$ cat src/rtl/conv_maxpool2.sv
// conv_maxpool2: 2x2 stride-2 signed max pooling over a raster sample stream.
// Define CONV_MAXPOOL2_RELU_EN to clamp negative pooled results to zero.
module conv_maxpool2 #(
  parameter int DATA_WIDTH = 32,
  parameter int Q          = 10,
  parameter int W          = 98,
  parameter int H          = 98
) (
  input  logic                  clk,
  input  logic                  rst,
  input  logic                  clr_i,
  input  logic [DATA_WIDTH-1:0] data_i,
  input  logic                  valid_i,
  output logic [DATA_WIDTH-1:0] data_o,
  output logic                  valid_o,
  output logic                  frame_done_o,
  output logic                  busy_o
);

  localparam int CW = $clog2(W + 1);
  localparam int RW = $clog2(H + 1);
  localparam int D  = W / 2;
  localparam int AW = (D > 1) ? $clog2(D) : 1;

  // Fixed-point zero in QQ format; also the ReLU floor.
  localparam logic [DATA_WIDTH-1:0] FX_ZERO =
    {DATA_WIDTH{1'b0}} << Q;

  typedef enum logic [1:0] {
    S_EVEN,
    S_ODD,
    S_DROP
  } state_t;

  state_t state, state_n;

  logic [CW-1:0] col, col_n;
  logic [RW-1:0] row, row_n;
  logic [AW-1:0] idx;

  logic signed [DATA_WIDTH-1:0] prev;
  logic signed [DATA_WIDTH-1:0] din;
  logic signed [DATA_WIDTH-1:0] pair;
  logic signed [DATA_WIDTH-1:0] held;
  logic signed [DATA_WIDTH-1:0] win;
  logic signed [DATA_WIDTH-1:0] pooled;

  logic [DATA_WIDTH-1:0] lbuf [D];

  logic accept;
  logic last_col;
  logic last_row;
  logic drop_next;
  logic emit;
  logic wr;
  logic busy_r;

  assign accept    = valid_i & ~clr_i;
  assign last_col  = (col == CW'(W - 1));
  assign last_row  = (row == RW'(H - 1));
  assign drop_next = (H % 2 == 1) &&
                     (row == RW'(H - 2));
  assign idx       = AW'(col >> 1);

  assign din  = $signed(data_i);
  assign held = $signed(lbuf[idx]);
  assign pair = (din > prev) ? din : prev;
  assign win  = (held > pair) ? held : pair;

`ifdef CONV_MAXPOOL2_RELU_EN
  assign pooled = win[DATA_WIDTH-1] ? FX_ZERO : win;
`else
  assign pooled = win;
`endif

  assign emit = accept && (state == S_ODD) && col[0];
  assign wr   = accept && (state == S_EVEN) && col[0];

  // Busy drops in the done cycle only if no new frame starts then.
  assign busy_o = busy_r & ~(frame_done_o & ~accept);

  // Next-state: counters advance on accepted samples, FSM at row end.
  always_comb begin
    state_n = state;
    col_n   = col;
    row_n   = row;
    if (accept) begin
      if (last_col) begin
        col_n = '0;
        if (last_row) begin
          row_n   = '0;
          state_n = S_EVEN;
        end else begin
          row_n = row + 1'b1;
          unique case (state)
            S_EVEN:  state_n = S_ODD;
            S_ODD:   state_n = drop_next ? S_DROP
                                         : S_EVEN;
            default: state_n = S_EVEN;
          endcase
        end
      end else begin
        col_n = col + 1'b1;
      end
    end
  end

  // State, counters and registered outputs.
  always_ff @(posedge clk or negedge rst) begin
    if (!rst) begin
      state        <= S_EVEN;
      col          <= '0;
      row          <= '0;
      prev         <= '0;
      data_o       <= FX_ZERO;
      valid_o      <= 1'b0;
      frame_done_o <= 1'b0;
      busy_r       <= 1'b0;
    end else if (clr_i) begin
      state        <= S_EVEN;
      col          <= '0;
      row          <= '0;
      valid_o      <= 1'b0;
      frame_done_o <= 1'b0;
      busy_r       <= 1'b0;
    end else begin
      state        <= state_n;
      col          <= col_n;
      row          <= row_n;
      valid_o      <= emit;
      frame_done_o <= accept & last_col & last_row;
      if (accept && !col[0])
        prev <= din;
      if (emit)
        data_o <= pooled;
      if (accept)
        busy_r <= 1'b1;
      else if (frame_done_o)
        busy_r <= 1'b0;
    end
  end

  // Half-row buffer of even-row pair maxima; contents need no reset.
  always_ff @(posedge clk) begin
    if (wr)
      lbuf[idx] <= pair;
  end

endmodule
$ cat config.mk
export PLATFORM = sky130hd
export DESIGN_NAME = conv_maxpool2
export DESIGN_NICKNAME = d
export VERILOG_FILES = /design/src/rtl/conv_maxpool2.sv
export SDC_FILE = /design/constraint.sdc
export NUM_CORES = 2
export LEC_CHECK = 0
export CAP_MARGIN = 15
export CORE_ASPECT_RATIO = 0.8
export CORE_MARGIN = 3
export CORE_UTILIZATION = 30
export DETAILED_ROUTE_END_ITERATION = 8
export SETUP_SLACK_MARGIN = 0.1
export SYNTH_ARGS = -nofsm -noshare
export SYNTH_HDL_FRONTEND = slang
export SYNTH_SLANG_ARGS = --single-unit
$ cat constraint.sdc
create_clock -name clk -period 7.1 [get_ports clk]
set_input_delay 2.13 -clock clk [delete_from_list [all_inputs] [get_ports clk]]
set_output_delay 2.13 -clock clk [all_outputs]
set_load 0.02 [all_outputs]
Word level (Yosys, flattened, before mapping). Memory sizes are Yosys's and may differ from the RTL's. Index checks and enable logic that the tools add are counted.

Flip-flop bits (word level): 83. RAM bits: 1568. Input bits: 36. Output and inout bits: 35. Logic and storage cells: 58. Memories kept: 1.

Memory list: lbuf (depth 49, width 32, read ports 1, clocked after Yosys merged registers in 0, write ports 1, line 48) `logic [DATA_WIDTH-1:0] lbuf [D];`.

$add $sub $neg: 2. $lt $le $gt $ge: 2. Equality and inequality tests: 3. Multiplexer cells: 21. Bitwise logic cells: 8. Reduce and logical (&&, ||, !) cells: 13.

Operators with widths (number): 32-bit greater-than comparator (2); 32-bit two-way mux (2); 7-bit two-way mux (7); 7-bit by 1-bit adder with 7-bit output (second input constant) (2); 7-bit == test (second input constant) (2); 1-bit two-way mux (9); 2-bit two-way mux (3); 2-bit AND reduction (3); 1-bit AND (5); 1-bit logical AND (5); 2-bit nonzero test (2); 1-bit inverter (3); 3-bit nonzero test (1); 2-bit by 1-bit == test with 1-bit output (second input constant) (1); 2-bit logical NOT (1); 1-bit logical NOT (1).

Longest topological paths before layout.
Word-level depth: 6. Depth in mapped cells: 21. Mapped depth without buffers: 18.

Worst setup path after synthesis. No wires, ideal clock.

Path type: input port to flip-flop. Start point: input port data_i[31]. End point: register data_o[16]. Setup time: 132 ps. Arrival time: 7063 ps. Required time: 6968 ps. Slack: -95 ps. Cell stages on the path: 20. Path buffers: 3. Path through: ha_1 nand4_1 or4_1 buf_2 nor2_2 o31ai_2 buf_2 and2_4 a41oi_2 nand4_1 ha_1 nor2b_1 o211ai_1 a2111oi_0 or3_1 a31oi_1 mux2i_1 clkbuf_1 mux2i_1 o21ai_1.

Word-level cells in the longest chain between the ends: 4.

Ends and longest elaborated chain: start: declaration (line 12) `input logic [DATA_WIDTH-1:0] data_i,`; 32-bit greater-than comparator (line 67) `assign pair = (din > prev) ? din : prev;`; 32-bit two-way mux (line 67); net pair[0] (line 43) `logic signed [DATA_WIDTH-1:0] pair;`; 32-bit greater-than comparator (line 68) `assign win = (held > pair) ? held : pair;`; 32-bit two-way mux (line 68); end signal: assignment (line 135) `data_o <= pooled;`; end: declaration (line 14) `output logic [DATA_WIDTH-1:0] data_o,`.

The timed path passes the listed nets, and every way through them passes these cells. A chain may end at the register's enable or synchronous reset.

Final worst setup path.
Start point: input port data_i[31]. End point: register data_o[15].

Word-level cells in the longest chain between the ends: 4.

Ends and longest elaborated chain (line): 32-bit greater-than comparator (67); 32-bit two-way mux (*) (67); 32-bit greater-than comparator (68); 32-bit two-way mux (*) (68).

Every way passes the cells marked *; elsewhere a longest branch is shown, timed or not.

==> impl_results.html <==
<table>
<tr><th>Metric</th><th>Value</th></tr>
<tr><th colspan="2">Hold path</th></tr>
<tr><td>Hold Crit Class</td><td>register to register</td></tr>
<tr><td>Hold Crit Endpoint</td><td>busy_r$_DFFE_PN0P_</td></tr>
<tr><td>Worst min-delay path startpoint</td><td>busy_r$_DFFE_PN0P_</td></tr>
<tr><td>Cell count of the worst hold path</td><td>2</td></tr>
<tr><th colspan="2">CTS</th></tr>
<tr><td>Cells resized by post-CTS repair</td><td>0</td></tr>
<tr><td>Worst-path clk slew</td><td>0.06 ns</td></tr>
<tr><td>Post-CTS Hold Fix Bufs</td><td>0</td></tr>
<tr><td>Clock buffers created by TritonCTS</td><td>153</td></tr>
<tr><td>Latest clock arrival within the worst-skew pair</td><td>0.82 ns</td></tr>
<tr><td>Deepest level of the CTS H-tree</td><td>4</td></tr>
<tr><td>Maximum clock path buffer count</td><td>3</td></tr>
<tr><td>Total clock sinks</td><td>1,650</td></tr>
<tr><td>TritonCTS clock tree</td><td>built</td></tr>
<tr><td>Post-CTS setup buffer count</td><td>0</td></tr>
<tr><td>Root Driver</td><td>clkbuf_16</td></tr>
<tr><th colspan="2">Drt</th></tr>
<tr><td>1st-iter DRT viols</td><td>6,651</td></tr>
<tr><td>Number of detailed-route iterations in the first pass</td><td>6</td></tr>
<tr><td>Via count normalized by instance count</td><td>5.740</td></tr>
<tr><td>Via total after detailed routing</td><td>41.97k</td></tr>
<tr><td>Total DRC errors in the routed layout</td><td>0</td></tr>
<tr><td>Detail-routed net length per standard cell</td><td>30.22 um</td></tr>
<tr><td>Antenna-violating nets left</td><td>0</td></tr>
<tr><td>Total wire length after detailed routing</td><td>221.0 mm</td></tr>
<tr><th colspan="2">Floorplan</th></tr>
<tr><td>Std-Cell Rows</td><td>152</td></tr>
<tr><td>Top Ports</td><td>71</td></tr>
<tr><td>Die boundary height</td><td>422.3 um</td></tr>
<tr><td>Width of the die</td><td>526.4 um</td></tr>
<tr><td>Area of the placeable core</td><td>0.2149 mm^2</td></tr>
<tr><td>Die area</td><td>0.2223 mm^2</td></tr>
<tr><td>Effective utilization at floorplan</td><td>30.24%</td></tr>
<tr><th colspan="2">Synthesis</th></tr>
<tr><td>Cell accounting for the most synthesized area</td><td>edfxtp_1</td></tr>
<tr><td>Post-synthesis sequential element count</td><td>1,650</td></tr>
<tr><td>Cell count after synthesis</td><td>4,049</td></tr>
<tr><td>Post-synth EDFFs</td><td>1,568</td></tr>
<tr><td>Mean cell area of the mapped netlist</td><td>16.05 um^2</td></tr>
<tr><td>Cell types with the largest area share after synthesis</td><td>edfxtp_1 (72%), a22oi_1 (4.6%), dfrtp_1 (3.2%)</td></tr>
<tr><td>Sequential fraction of the synthesis area</td><td>75.60%</td></tr>
<tr><td>Unique cell type count in the Yosys netlist</td><td>73</td></tr>
<tr><td>Number of warnings printed during yosys synthesis</td><td>0</td></tr>
<tr><td>Most frequently used flop master after synthesis</td><td>edfxtp_1</td></tr>
<tr><td>Netlist Area Pre-Place</td><td>0.06499 mm^2</td></tr>
<tr><td>Net count after synthesis</td><td>4,153</td></tr>
<tr><td>Share of synthesized flip-flops with an asynchronous set or reset</td><td>4.970%</td></tr>
<tr><td>Post-synth top area share</td><td>72.45%</td></tr>
<tr><th colspan="2">STA</th></tr>
<tr><td>Setup violations, final</td><td>0</td></tr>
<tr><td>Transition time at the pin with the least slew margin</td><td>1.278 ns</td></tr>
<tr><td>Worst max-slew margin expressed relative to the limit</td><td>14.45%</td></tr>
<tr><td>Maximum clock frequency</td><td>0.1505 GHz</td></tr>
<tr><td>Minimum clock period after layout</td><td>6.644 ns</td></tr>
<tr><td>Final Skew</td><td>0.04438 ns</td></tr>
<tr><td>Hold Worst Slack</td><td>0.5345 ns</td></tr>
<tr><td>Share of the cycle needed by the critical path after routing</td><td>93.57%</td></tr>
<tr><td>Final hold violations</td><td>0</td></tr>
<tr><td>Setup repair after global routing missed its margin</td><td>false</td></tr>
<tr><td>Final worst-path setup slack</td><td>0.4564 ns</td></tr>
<tr><td>Number of pins exceeding their max-slew limit in the final report</td><td>0</td></tr>
<tr><th colspan="2">Power and ir drop</th></tr>
<tr><td>Leakage power of the design</td><td>23.93 nW</td></tr>
<tr><td>Total power divided by cell area</td><td>291.6 mW/mm^2</td></tr>
<tr><td>Internal cell power</td><td>16.49 mW</td></tr>
<tr><td>Switching power of the nets</td><td>5.789 mW</td></tr>
<tr><td>Sequential share of power</td><td>52.5%</td></tr>
<tr><td>Sw Ratio</td><td>25.99%</td></tr>
<tr><td>Part of the power in the clock network</td><td>35.6%</td></tr>
<tr><td>Peak supply drop</td><td>0.0002676 V</td></tr>
<tr><td>Part of the total power dissipated in combinational logic</td><td>11.9%</td></tr>
<tr><th colspan="2">Worst setup path</th></tr>
<tr><td>Path type of the worst setup path</td><td>input port to register</td></tr>
<tr><td>Worst R2R End</td><td>data_o[15]$_DFFE_PN0P_</td></tr>
<tr><td>Critical Path RT</td><td>7.77 ns</td></tr>
<tr><td>Worst EP arrival</td><td>7.31 ns</td></tr>
<tr><td>Nature of the critical path startpoint</td><td>input port</td></tr>
<tr><td>Startpoint of the lowest-slack register-to-register path</td><td>col[1]$_DFFE_PN0P_</td></tr>
<tr><td>Worst-case register-to-register setup slack</td><td>0.49 ns</td></tr>
<tr><td>Crit path max fanout</td><td>30</td></tr>
<tr><td>Logic depth of the worst register-to-register path</td><td>15</td></tr>
<tr><td>Crit end category</td><td>register</td></tr>
<tr><th colspan="2">Placed design</th></tr>
<tr><td>Placement-stage cell area</td><td>0.07167 mm^2</td></tr>
<tr><td>HPWL Detailed</td><td>131.8 mm</td></tr>
<tr><td>Worst Setup Slack post-DPL</td><td>-0.2606 ns</td></tr>
<tr><td>Port-buffer cells</td><td>70</td></tr>
<tr><td>RD Place Congestion</td><td>0.8586</td></tr>
<tr><th colspan="2">Finish</th></tr>
<tr><td>Leading cell type in the layout, fill and taps excluded</td><td>edfxtp_1</td></tr>
<tr><td>Final #Nets</td><td>4,444</td></tr>
<tr><td>Area growth from synthesis to layout</td><td>17.57%</td></tr>
<tr><td>Highest-count cells in the layout ignoring fill and taps</td><td>edfxtp_1 (1,568), a22oi_1 (394), buf_4 (314)</td></tr>
<tr><td>Ratio of cells with drive above 1 in the final layout</td><td>16.27%</td></tr>
<tr><td>Post-route design area</td><td>0.07641 mm^2</td></tr>
<tr><th colspan="2">Global route</th></tr>
<tr><td>Pin count of the biggest net entering global routing</td><td>67</td></tr>
<tr><td>Global-route wire length before repair</td><td>309.2 mm</td></tr>
<tr><td>Number of global-route vias before repair</td><td>39.53k</td></tr>
<tr><td>Overall track demand over capacity in global routing</td><td>19.27%</td></tr>
<tr><td>Number of antenna violations at the first check in global routing</td><td>15</td></tr>
<tr><td>Grt ovf</td><td>0</td></tr>
<tr><th colspan="2">Run</th></tr>
<tr><td>Maxcap violations</td><td>0</td></tr>
<tr><th colspan="2">Outcome</th></tr>
<tr><td>Outcome</td><td>completed</td></tr>
</table>
through the flow:
step	power (mW)	setup TNS (ns)	instances	utilization [%]
finish	22.28	0	7313	35.56
global route	22.91	0	7306	35.55
CTS	22.27	0	7305	35.54
detailed placement	14.47	-7.337	7033	33.35
global placement	14.39	-5.361	7033	33.35
floorplan	13.20	0	4049	-
worst max-delay path by stage:
stage,cells past startpoint,endpoint,slack (ns),from
after detailed placement,19,data_o[15]$_DFFE_PN0P_,-0.26,data_i[31]
after global placement,19,data_o[31]$_DFFE_PN0P_,-0.21,data_i[31]
final,19,data_o[15]$_DFFE_PN0P_,0.46,data_i[31]
after global routing,19,data_o[19]$_DFFE_PN0P_,0.21,data_i[31]
after floorplan,20,data_o[16]$_DFFE_PN0P_,0.12,data_i[31]
after CTS,19,data_o[15]$_DFFE_PN0P_,0.56,data_i[31]
area by class of cell:
| class | count | area (um^2) |
|---|---|---|
| Fill cell | 20174 | 138500 |
| Sequential cell | 1650 | 49150 |
| Multi-Input combinational cell | 2034 | 14770 |
| Clock buffer | 188 | 3960 |
| Timing Repair Buffer | 427 | 3920 |
| Tap cell | 2849 | 3565 |
| Clock inverter | 84 | 754.5 |
| Inverter | 74 | 277.8 |
| Antenna cell | 7 | 17.52 |
registers in the layout (all words and copies together), names as in the netlist:
signal and count:
state 1, valid_o 1, col 7, prev 32
data_o 32, frame_done_o 1, busy_r 1, lbuf 1568
row 7
cells by family (layout without fill, tap and decap cells):
family / after synthesis / count (layout) / share of synthesized area [%]
other: 0 / 7 / 0
AND/OR/NAND/NOR: 611 / 611 / 4.744
multiplexers: 113 / 113 / 1.971
buffers and inverters: 365 / 773 / 2.403
AO/OA/AOI/OAI: 1236 / 1236 / 13.89
adder cells (fa/ha/maj): 68 / 68 / 1.309
XOR/XNOR: 6 / 6 / 0.08085
flip-flops: 1650 / 1650 / 75.60
Yosys cell counts (37+ instances only):
master / n
mux2i_1: 65
nand3_1: 40
nand2_1: 194
a22oi_1: 395
ha_1: 68
o211ai_1: 60
dfrtp_1: 82
a221oi_1: 146
inv_1: 43
buf_1: 48
and2_1: 37
a31oi_1: 95
nand4_1: 41
edfxtp_1: 1568
clkbuf_1: 145
o21ai_0: 110
mux2_2: 40
a22o_1: 110
buf_2: 81
a21oi_1: 116
nor2_1: 126
a41oi_1: 42
power by group through the flow:
stage / sequential [mW] / clock (mW) / combinational [mW]
after global placement: 11.9 / 0 / 2.49
after detailed placement: 11.9 / 0 / 2.56
after global routing: 11.7 / 8.39 / 2.81
final: 11.7 / 7.93 / 2.65
after CTS: 11.7 / 8.01 / 2.57
after floorplan: 11.9 / 0 / 1.34
worst max-delay path: stages:
cell             delay (ns)
clkdlybuf4s50_1        0.44
ha_2                   0.34
nand4_1                0.22
or4_1                  0.60
buf_4                  0.19
nor2_2                 0.13
o31ai_4                0.24
buf_12                 0.23
a41oi_1                0.19
and4_1                 0.27
ha_1                   0.26
nand4_1                0.13
nor2_1                 0.06
a221o_1                0.31
or3_1                  0.37
a31oi_1                0.25
mux2_2                 0.59
o21ai_0                0.26
o21ai_1                0.09
layer usage:
layer  vias to the layer above  global-route usage (%)  share of wire [%]
met3                       340                   6.149                 14
met4                         6                   5.954                2.8
met5                         -                       0              0.023
met1                     21607                   27.74                 41
met2                      2922                   27.54                 43
li1                      17099                       -                  -
No activity file was read; power rests on OpenSTA's default activity.
